--- src/rtl/serial_adder.sv ---
// ============================================================================
// serial_adder - digit-serial adder/subtractor with valid/ready handshakes
// Revision: 1.0
// ============================================================================
`default_nettype none

module serial_adder #(
  parameter int WIDTH = 16,
  parameter int DIGIT = 4
) (
  input  logic             clk,
  input  logic             rst_n,
  input  logic             in_valid,
  output logic             in_ready,
  input  logic [WIDTH-1:0] a,
  input  logic [WIDTH-1:0] b,
  input  logic             sub,
  input  logic             carry_in,
  output logic             out_valid,
  input  logic             out_ready,
  output logic [WIDTH-1:0] sum,
  output logic             carry_out,
  output logic             overflow
);

  localparam int NUM  = WIDTH / DIGIT;
  localparam int IDXW = (NUM > 1) ? $clog2(NUM) : 1;
  localparam logic [IDXW-1:0] LAST = IDXW'(NUM - 1);

  typedef enum logic [1:0] {
    IDLE = 2'd0,
    BUSY = 2'd1,
    DONE = 2'd2
  } state_t;

  state_t state;
  state_t state_next;

  logic [WIDTH-1:0] a_reg;
  logic [WIDTH-1:0] b_reg;
  logic             carry;
  logic [IDXW-1:0]  idx;

  logic [DIGIT-1:0] a_dig;
  logic [DIGIT-1:0] b_dig;
  logic [DIGIT-1:0] dig_sum;
  logic             dig_carry;
  logic             msb_carry_in;
  logic             accept;
  logic             last_digit;

  always_ff @(posedge clk) begin
    if (!rst_n) begin
      state <= IDLE;
    end else begin
      state <= state_next;
    end
  end

  // Handshake outputs depend on the state register only.
  always_comb begin
    state_next = state;
    in_ready   = 1'b0;
    out_valid  = 1'b0;
    case (state)
      IDLE: begin
        in_ready = 1'b1;
        if (in_valid) begin
          state_next = BUSY;
        end
      end
      BUSY: begin
        if (idx == LAST) begin
          state_next = DONE;
        end
      end
      DONE: begin
        out_valid = 1'b1;
        if (out_ready) begin
          state_next = IDLE;
        end
      end
      default: state_next = IDLE;
    endcase
  end

  assign accept     = (state == IDLE) && in_valid;
  assign last_digit = (state == BUSY) && (idx == LAST);

  assign a_dig = a_reg[idx*DIGIT +: DIGIT];
  assign b_dig = b_reg[idx*DIGIT +: DIGIT];
  assign {dig_carry, dig_sum} = {1'b0, a_dig} + {1'b0, b_dig} + {{DIGIT{1'b0}}, carry};

  // Carry into the top bit of a digit is recovered from that bit's sum.
  assign msb_carry_in = dig_sum[DIGIT-1] ^ a_dig[DIGIT-1] ^ b_dig[DIGIT-1];

  always_ff @(posedge clk) begin
    if (!rst_n) begin
      a_reg     <= '0;
      b_reg     <= '0;
      carry     <= 1'b0;
      idx       <= '0;
      sum       <= '0;
      carry_out <= 1'b0;
      overflow  <= 1'b0;
    end else if (accept) begin
      a_reg <= a;
      b_reg <= sub ? ~b : b;
      carry <= sub ? 1'b1 : carry_in;
      idx   <= '0;
    end else if (state == BUSY) begin
      sum[idx*DIGIT +: DIGIT] <= dig_sum;
      carry                   <= dig_carry;
      if (last_digit) begin
        carry_out <= dig_carry;
        overflow  <= msb_carry_in ^ dig_carry;
        idx       <= '0;
      end else begin
        idx <= idx + 1'b1;
      end
    end
  end

endmodule

`default_nettype wire
--- config.mk ---
export PLATFORM = sky130hd
export DESIGN_NAME = serial_adder
export DESIGN_NICKNAME = d
export VERILOG_FILES = /design/src/rtl/serial_adder.sv
export SDC_FILE = /design/constraint.sdc
export NUM_CORES = 1
export LEC_CHECK = 0
export BUFFER_PORTS_ARGS = -buffer_cell sky130_fd_sc_hd__clkbuf_2
export CORE_MARGIN = 2
export CORE_UTILIZATION = 54
export DETAILED_ROUTE_END_ITERATION = 16
export HOLD_SLACK_MARGIN = 0.05
export PLACE_DENSITY = 0.84
export SLEW_MARGIN = 20
export SYNTH_ARGS = -nofsm -noshare
export SYNTH_HDL_FRONTEND = slang
export SYNTH_SLANG_ARGS = --single-unit
--- constraint.sdc ---
create_clock -name clk -period 3.7 [get_ports clk]
set_input_delay 0.185 -clock clk [delete_from_list [all_inputs] [get_ports clk]]
set_output_delay 0.185 -clock clk [all_outputs]
set_load 0.02 [all_outputs]
==> results of run 1 <==
## through the flow
step                      utilization, %  instances
final                               65.0        370
after global routing                65.0        370
after CTS                           65.0        370
after detailed placement            62.2        362
after global placement              62.2        362
after floorplan                        -        266
## area by class of cell
type                            instances  area (sq um)  area share (%)
Tap cell                               54          67.6            2.21
Inverter                                2          7.51           0.246
Timing Repair Buffer                   60           308            10.1
Sequential cell                        55          1100            36.1
Clock buffer                            6          72.6            2.38
Multi-Input combinational cell        191          1440            47.0
Clock inverter                          2          60.1            1.97
## worst paths after layout
path | cells past startpoint | start | endpoint
hold reg to reg | 2 | a_reg[7]$_SDFFE_PN0P_ | a_reg[7]$_SDFFE_PN0P_
setup reg to reg | 8 | idx[0]$_SDFFE_PP0P_ | overflow$_SDFFE_PN0P_
setup / recovery | 8 | idx[0]$_SDFFE_PP0P_ | overflow$_SDFFE_PN0P_
hold / removal | 3 | a[7] | a_reg[7]$_SDFFE_PN0P_
## synth_stat cells
master,count,area (sq um)
o21a_1,2,15.0
xnor3_1,1,22.5
a22oi_1,16,120
clkbuf_1,11,41.3
nor3b_1,1,7.51
mux4_2,7,158
o21ai_0,1,5.00
xnor2_1,18,158
and4_1,2,17.5
nor4_1,1,6.26
buf_1,1,3.75
ha_1,9,113
dfxtp_1,55,1100
a21o_1,2,15.0
a21boi_0,6,45.0
fa_1,2,40.0
nor2b_1,19,119
a21oi_1,5,25.0
xor2_1,1,8.76
o311a_1,1,10.0
a21boi_1,10,75.1
nor2_1,6,22.5
inv_1,2,7.51
nand2b_1,1,6.26
nand2_1,58,218
and2_1,2,12.5
o211ai_1,1,7.51
o211a_1,17,170
buf_2,6,30.0
mux4_1,1,26.3
nor4_2,1,12.5
## metal layers
metal,share of wire [%],global-route usage (%)
met5,0,0
met4,2.2,8.08
met3,4.3,4.80
met2,48,36.4
met1,45,27.1
## critical path: stages (launching register included)
cell and delay (ns):
dfxtp_1 0.54, mux4_2 0.57, fa_1 0.44, fa_1 0.42, a21o_1 0.20, a21oi_1 0.26, xnor3_1 0.29, xnor2_1 0.14
a21oi_1 0.15
## power by group
group	switching [mW]	internal, mW	leakage, nW
Sequential	0.0213	0.624	0.450
Combinational	0.111	0.0992	0.906
Clock	0.192	0.270	0.0654
## cells by family (layout without fill, tap and decap cells)
| kind of cell | Yosys count | after routing | share of synthesized area (%) |
|---|---|---|---|
| multiplexers | 8 | 8 | 7.02 |
| flip-flops | 55 | 55 | 42.0 |
| adder cells (fa/ha/maj) | 11 | 11 | 5.83 |
| AND/OR/NAND/NOR | 91 | 91 | 16.1 |
| AO/OA/AOI/OAI | 61 | 61 | 18.6 |
| buffers and inverters | 20 | 70 | 3.15 |
| XOR/XNOR | 20 | 20 | 7.21 |
==> results.toml, run 1 <==
[outcome]
outcome = "finished clean"

[critical_path]
critical_path_class = "flop to flop"
r2r_slack_ns = 0.63
worstPathArrival_ns = 3.32
crit_fanout = 6
startpoint_type = "flop"
cp_data_required_time_ns = 3.95
crit_path_end_kind = "flop"

[power_and_ir_drop]
p_total_mw = 1.32
p_leak_nw = 1.42
peakVddDrop_mv = 0.252
cellPowerDensity_nw_per_um2 = 432

[die]
die_w_um = 73.6
ios = 58
die_h_um = 73.6
dieArea_sq_um = 5420
fp-row-count = 25
coreArea_sq_um = 4690
initial_core_util_pct = 55.8

[grt]
grt_max_degree = 55
grt-ovfl-total = 0
groute.usage.overall_pct = 21.6
grt_pass1_wl_mm = 9.05
first_global_vias = 1974
antenna_found_initial = 0

[synthesis]
syn_avg_cell_area_sq_um = 9.84
yosys.cell_types.count = 31
synth_seq_area_share_pct = 42.0
syn_area_sq_um = 2620
synth-warning-count = 0
syn_nets = 315
synth-seq-cells = 55
syn_inst = 266

[timing]
tns_ns = 0
post-route-min-period_ns = 3.07
finalHoldViolCount = 0
period_share_pct = 83.0
worst_pin_slew_ns = 0.899
setup_ws_ns = 0.629
holdWs_ns = 0.0849
fin_worst_skew_ns = 0.00543
rsz0062_at_grt = "no"
timing.slew.headroom_pct = 40.1
report.final.slew_viol_count = 0
setup_violations = 0
fmax_mhz = 326

[route]
initialDrtViolationCount = 115
ant_nets = 0
routedWlPerCell_um = 14.6
first_pass_iters = 4
drcViolationCount = 0
drt_wl_total_mm = 5.41
avgViaCountPerCell = 5.50
vias = 2035

[cells_and_area]
syn2layout_area_growth_pct = 16.5
finalNetCount = 364
antennaDiodeCount = 0
fillCellCount = 381
layout_common_cells = "nand2_1 (58), clkbuf_2 (57), dfxtp_1 (55), nor2b_1 (19), xnor2_1 (18)"
design_area_sq_um = 3050
final_layout_size_suffix_gt1_share_pct = 23.7
final_common_cell = "nand2_1"

[clocking]
cts_sinks = 55
postCtsSetupRepairBufs = 0
clk_pin_slew_worst_paths_ns = 0.10
root_buffer = "clkbuf_8"
clockBufferDepth = 2
cts_tree = "built"
htreeDepth = 2
post_cts_resized = 0
cts_buffers = 5
insertion_delay_ns = 0.31
cts_hold_buffers = 0

[flow_run]
drv_cap = 0

[worst_hold_path]
holdCritPathClass = "primary input to flop"

[placed_design]
dp_hpwl_mm = 3.91
port_buffers = 57
gp_congestion = 0.791
dp_slack_ns = 0.642
placed_cell_area_sq_um = 2920
No activity file was read; power rests on OpenSTA's default activity.
==> inputs of run 2 (changes only) <==
==> constraint.sdc (replaced) <==
create_clock -name clk -period 3 [get_ports clk]
set_input_delay 0.15 -clock clk [delete_from_list [all_inputs] [get_ports clk]]
set_output_delay 0.15 -clock clk [all_outputs]
set_load 0.02 [all_outputs]
==> results.toml, run 2 (same netlist as run 1, synthesis figures left out) <==
[cells_and_area]
design_area_sq_um = 3120
layout_common_cells = "nand2_1 (58), clkbuf_2 (57), dfxtp_1 (54), nor2b_1 (19), xnor2_1 (18)"
finalNetCount = 370
fillCellCount = 377
seq_area_sq_um = 1100
antennaDiodeCount = 0
final_layout_size_suffix_gt1_share_pct = 25.5
syn2layout_area_growth_pct = 19.3
fin_util_pct = 66.6
final_common_cell = "nand2_1"
fin_cells = 376
multi_input_area_sq_um = 1440

[timing]
fin_worst_skew_ns = 0.00458
timing.slew.headroom_pct = 41.1
setup_ws_ns = 0.214
holdWs_ns = 0.0530
report.final.slew_viol_count = 0
period_share_pct = 92.9
fmax_mhz = 359
setup_violations = 0
tns_ns = 0
finalHoldViolCount = 0
post-route-min-period_ns = 2.79
rsz0062_at_grt = "no"
worst_pin_slew_ns = 0.883

[critical_path]
crit_path_end_kind = "flop"
startpoint_type = "flop"
critical_path_class = "flop to flop"
cp_cell_sequence = "mux4_2 -> fa_1 -> fa_1 -> a21o_1 -> a21oi_2 -> xnor3_1 -> xnor2_1 -> a21oi_1"
cp_data_required_time_ns = 3.25
max_stage_delay_ns = 0.53
cp_common_cell = "fa_1"
slowest_stage = "mux4_2"
reg2reg_depth = 8
worstPathArrival_ns = 3.04
crit_fanout = 5

[worst_hold_path]
holdCritPathClass = "primary input to flop"
whs_path_depth = 3

[die]
coreArea_sq_um = 4690
ios = 58
die_h_um = 73.6
die_w_um = 73.6
initial_core_util_pct = 55.8
dieArea_sq_um = 5420
fp-row-count = 25

[power_and_ir_drop]
p_leak_nw = 1.46
peakVddDrop_mv = 0.307
cellPowerDensity_nw_per_um2 = 530
p_total_mw = 1.66

[route]
first_pass_iters = 4
drt_wl_total_mm = 5.50
routedWlPerCell_um = 14.6
ant_nets = 0
drcViolationCount = 0
vias = 2099
avgViaCountPerCell = 5.58
initialDrtViolationCount = 153

[clocking]
root_buffer = "clkbuf_8"
cts_sinks = 55
htreeDepth = 2
postCtsSetupRepairBufs = 0
cts_tree = "built"
clockBufferDepth = 2
insertion_delay_ns = 0.32
clk_pin_slew_worst_paths_ns = 0.10
cts_buffers = 5

[grt]
antenna_found_initial = 0
groute.usage.overall_pct = 22.3
grt-ovfl-total = 0
first_global_vias = 2003
grt_max_degree = 55
grt_pass1_wl_mm = 9.24

[placed_design]
dp_hpwl_mm = 3.88
gp_congestion = 0.788
dp.cells = 366
placed_cell_area_sq_um = 2960
dp_slack_ns = 0.0934
port_buffers = 57

[flow_run]
drv_cap = 0

[outcome]
outcome = "finished clean"
-- run 2: changes by cell type in the layout (fill, tap and decap cells not counted) --
cell           before  now
dfxtp_2             0    1
a21oi_1             5    4
clkinvlp_4          0    1
clkbuf_1            1    0
dlygate4sd3_1       0    2
buf_12              0    1
dfxtp_1            55   54
buf_4               3    6
a21oi_2             0    1
-- run 2: what timing repair did --
item | CTS | global route
hold buffers | 2 | 0
setup endpoints to repair | 0 | 1
gates resized for setup | 0 | 2
hold endpoints to repair | 2 | 0
-- run 2: worst max-delay path: cells and delay by family, from the launching register on --
kind	cells	cell delay, ns
fa+ha+maj	2	0.87
mux	1	0.53
flops	1	0.40
compound gates	3	0.54
xor+xnor	2	0.38
-- run 2: per-layer routing --
| layer | vias up | track usage, % | share of wire, % |
|---|---|---|---|
| li1 | 1034 | - | - |
| met1 | 991 | 28.6 | 44 |
| met2 | 64 | 36.6 | 49 |
| met3 | 10 | 4.39 | 5.2 |
| met4 | 0 | 9.09 | 1.5 |
| met5 | - | 0 | 0 |
-- run 2: layout make-up --
cell class | instances | area share, %
Clock inverter | 3 | 2.16
Multi-Input combinational cell | 191 | 46.1
Tap cell | 54 | 2.16
Timing Repair Buffer | 66 | 11.9
Sequential cell | 55 | 35.3
Inverter | 2 | 0.240
Clock buffer | 5 | 2.20
-- run 2: where the power goes --
group | internal (mW) | switching (mW) | total, mW
combinational | 0.133 | 0.144 | 0.277
clock | 0.333 | 0.252 | 0.585
sequential | 0.770 | 0.0230 | 0.793
total | 1.24 | 0.419 | 1.66
-- run 2: final timing paths --
path	start	to	slack [ns]
max	idx[0]$_SDFFE_PP0P_	overflow$_SDFFE_PN0P_	0.21
min	a[6]	a_reg[6]$_SDFFE_PN0P_	0.05
max reg2reg	idx[0]$_SDFFE_PP0P_	overflow$_SDFFE_PN0P_	0.21
min reg2reg	a_reg[3]$_SDFFE_PN0P_	a_reg[3]$_SDFFE_PN0P_	0.47
==> inputs of run 3 (changes only) <==
==> config.mk (replaced) <==
export PLATFORM = sky130hd
export DESIGN_NAME = serial_adder
export DESIGN_NICKNAME = d
export VERILOG_FILES = /design/src/rtl/serial_adder.sv
export SDC_FILE = /design/constraint.sdc
export NUM_CORES = 1
export LEC_CHECK = 0
export CORE_ASPECT_RATIO = 1.75
export CORE_MARGIN = 2
export CORE_UTILIZATION = 60
export DETAILED_ROUTE_END_ITERATION = 16
export DONT_BUFFER_PORTS = 1
export HOLD_SLACK_MARGIN = 0.05
export PLACE_DENSITY = 0.8
export SLEW_MARGIN = 20
export SYNTH_ARGS = -nofsm -noshare
export SYNTH_HDL_FRONTEND = slang
export SYNTH_SLANG_ARGS = --single-unit
==> results.toml, run 3 (same netlist as run 1, synthesis figures left out) <==
[grt]
first_global_vias = 1941
groute.usage.overall_pct = 23.9
antenna_found_initial = 0
grt_pass1_wl_mm = 8.63
grt_max_degree = 55
grt-ovfl-total = 0

[critical_path]
cp_common_cell = "fa_1"
startpoint_type = "flop"
crit_path_end_kind = "flop"
max_stage_delay_ns = 0.54
worstPathArrival_ns = 3.06
crit_fanout = 3
r2r_slack_ns = 0.19
slowest_stage = "mux4_2"
cpLargestDelayFamily = "adder cells"
cp_data_required_time_ns = 3.25
cp_cell_sequence = "mux4_2 -> fa_1 -> fa_1 -> a21o_1 -> a21oi_2 -> xnor3_1 -> xnor2_1 -> a21oi_1"
critical_path_class = "flop to flop"
path_buf_inv = 0

[timing]
fmax_mhz = 355
setup_violations = 0
tns_ns = 0
holdWs_ns = 0.0891
rsz0062_at_grt = "no"
period_share_pct = 93.8
post-route-min-period_ns = 2.81
timing.slew.headroom_pct = 52.8
report.final.slew_viol_count = 0
fin_worst_skew_ns = 0.00648
finalHoldViolCount = 0
worst_pin_slew_ns = 0.701

[clocking]
clockBufferDepth = 2
postCtsSetupRepairBufs = 0
cts_sinks = 55
root_buffer = "clkbuf_8"
insertion_delay_ns = 0.31
htreeDepth = 2
cts_buffers = 5
clk_pin_slew_worst_paths_ns = 0.10
cts_tree = "built"

[die]
die_h_um = 91.4
fp-row-count = 31
initial_core_util_pct = 63.1
die_w_um = 53.9
coreArea_sq_um = 4150
dieArea_sq_um = 4930
ios = 58

[cells_and_area]
antennaDiodeCount = 0
final_layout_size_suffix_gt1_share_pct = 7.53
syn2layout_area_growth_pct = 11.9
final_common_cell = "nand2_1"
finalNetCount = 327
layout_common_cells = "nand2_1 (58), dfxtp_1 (55), nor2b_1 (19), dlygate4sd3_1 (19), xnor2_1 (18)"
design_area_sq_um = 2930

[outcome]
outcome = "finished clean"

[power_and_ir_drop]
p_sw_share_pct = 27.1
p_comb_share_pct = 17.1
p_leak_nw = 1.24
internal-power_mw = 1.05
peakVddDrop_mv = 0.474
p_clk_share_pct = 27.7
cellPowerDensity_nw_per_um2 = 493
power.switching_uw = 391
seqPwrFrac_pct = 55.3

[route]
drcViolationCount = 0
ant_nets = 0
drt_wl_total_mm = 5.30
vias = 1937
routedWlPerCell_um = 16.2
initialDrtViolationCount = 66
avgViaCountPerCell = 5.91
first_pass_iters = 4

[placed_design]
placed_cell_area_sq_um = 2630
port_buffers = 0
dp_hpwl_mm = 3.71
gp_congestion = 0.723

[worst_hold_path]
holdCritPathClass = "primary input to flop"

[flow_run]
drv_cap = 0
-- run 3: cell count changes in the layout (fill, tap and decap cells not counted) --
cell,previous run,this run
dfxtp_1,54,55
dfxtp_2,1,0
clkinvlp_4,1,2
clkbuf_2,57,0
dlygate4sd3_1,2,19
bufinv_16,2,0
clkinv_2,0,1
buf_4,6,3
-- run 3: power groups by stage --
stage / Combinational [mW] / Clock (mW) / Sequential, mW
floorplan: 0.189 / 0 / 0.807
global placement: 0.209 / 0 / 0.815
detailed placement: 0.214 / 0 / 0.816
CTS: 0.244 / 0.407 / 0.799
global route: 0.272 / 0.433 / 0.803
finish: 0.247 / 0.400 / 0.799
-- run 3: per-stage QoR --
step                      total power [mW]  worst slack [ns]  utilization (%)  instances
after global routing                  1.51            0.0677             70.6        328
after CTS                             1.45             0.134             70.5        328
after global placement                1.02             0.215             63.3        300
final                                 1.45             0.186             70.6        328
after floorplan                      0.996            0.0360                -        266
after detailed placement              1.03             0.154             63.3        300
-- run 3: area by class of cell --
| type | instances | area, sq um |
|---|---|---|
| well taps | 49 | 61.3 |
| clock buffers | 5 | 68.8 |
| repair buffers | 23 | 233 |
| fillers | 296 | 1220 |
| multi-input cells | 191 | 1440 |
| clock inverters | 3 | 20.0 |
| flip-flops and latches | 55 | 1100 |
| inverters | 2 | 7.51 |
-- run 3: repair_timing --
item | CTS | global route
setup endpoints to repair | 0 | 1
gates resized for setup | 0 | 1
hold buffers | 20 | 0
endpoints found under the hold margin | 55 | 0
-- run 3: metal layers --
layer  track usage (%)  share of wire (%)  vias up
met5                 0                  0        -
met4              10.0                2.9        0
met3              4.44                4.4       12
met2              44.3                 56       62
met1              24.1                 36      917
li1                  -                  -      946
-- run 3: path summary, 6_finish.rpt --
| kind | cells past startpoint | startpoint | to |
|---|---|---|---|
| worst max-delay path | 8 | idx[0]$_SDFFE_PP0P_ | overflow$_SDFFE_PN0P_ |
| worst min-delay path | 3 | b[13] | b_reg[13]$_SDFFE_PN0P_ |
| worst max register to register | 8 | idx[0]$_SDFFE_PP0P_ | overflow$_SDFFE_PN0P_ |
| worst min register to register | 2 | a_reg[6]$_SDFFE_PN0P_ | a_reg[6]$_SDFFE_PN0P_ |
-- run 3: worst min-delay path, cell delays in order --
cell and delay [ns]:
xnor2_1 0.04, nand2_1 0.06, o211a_1 0.13
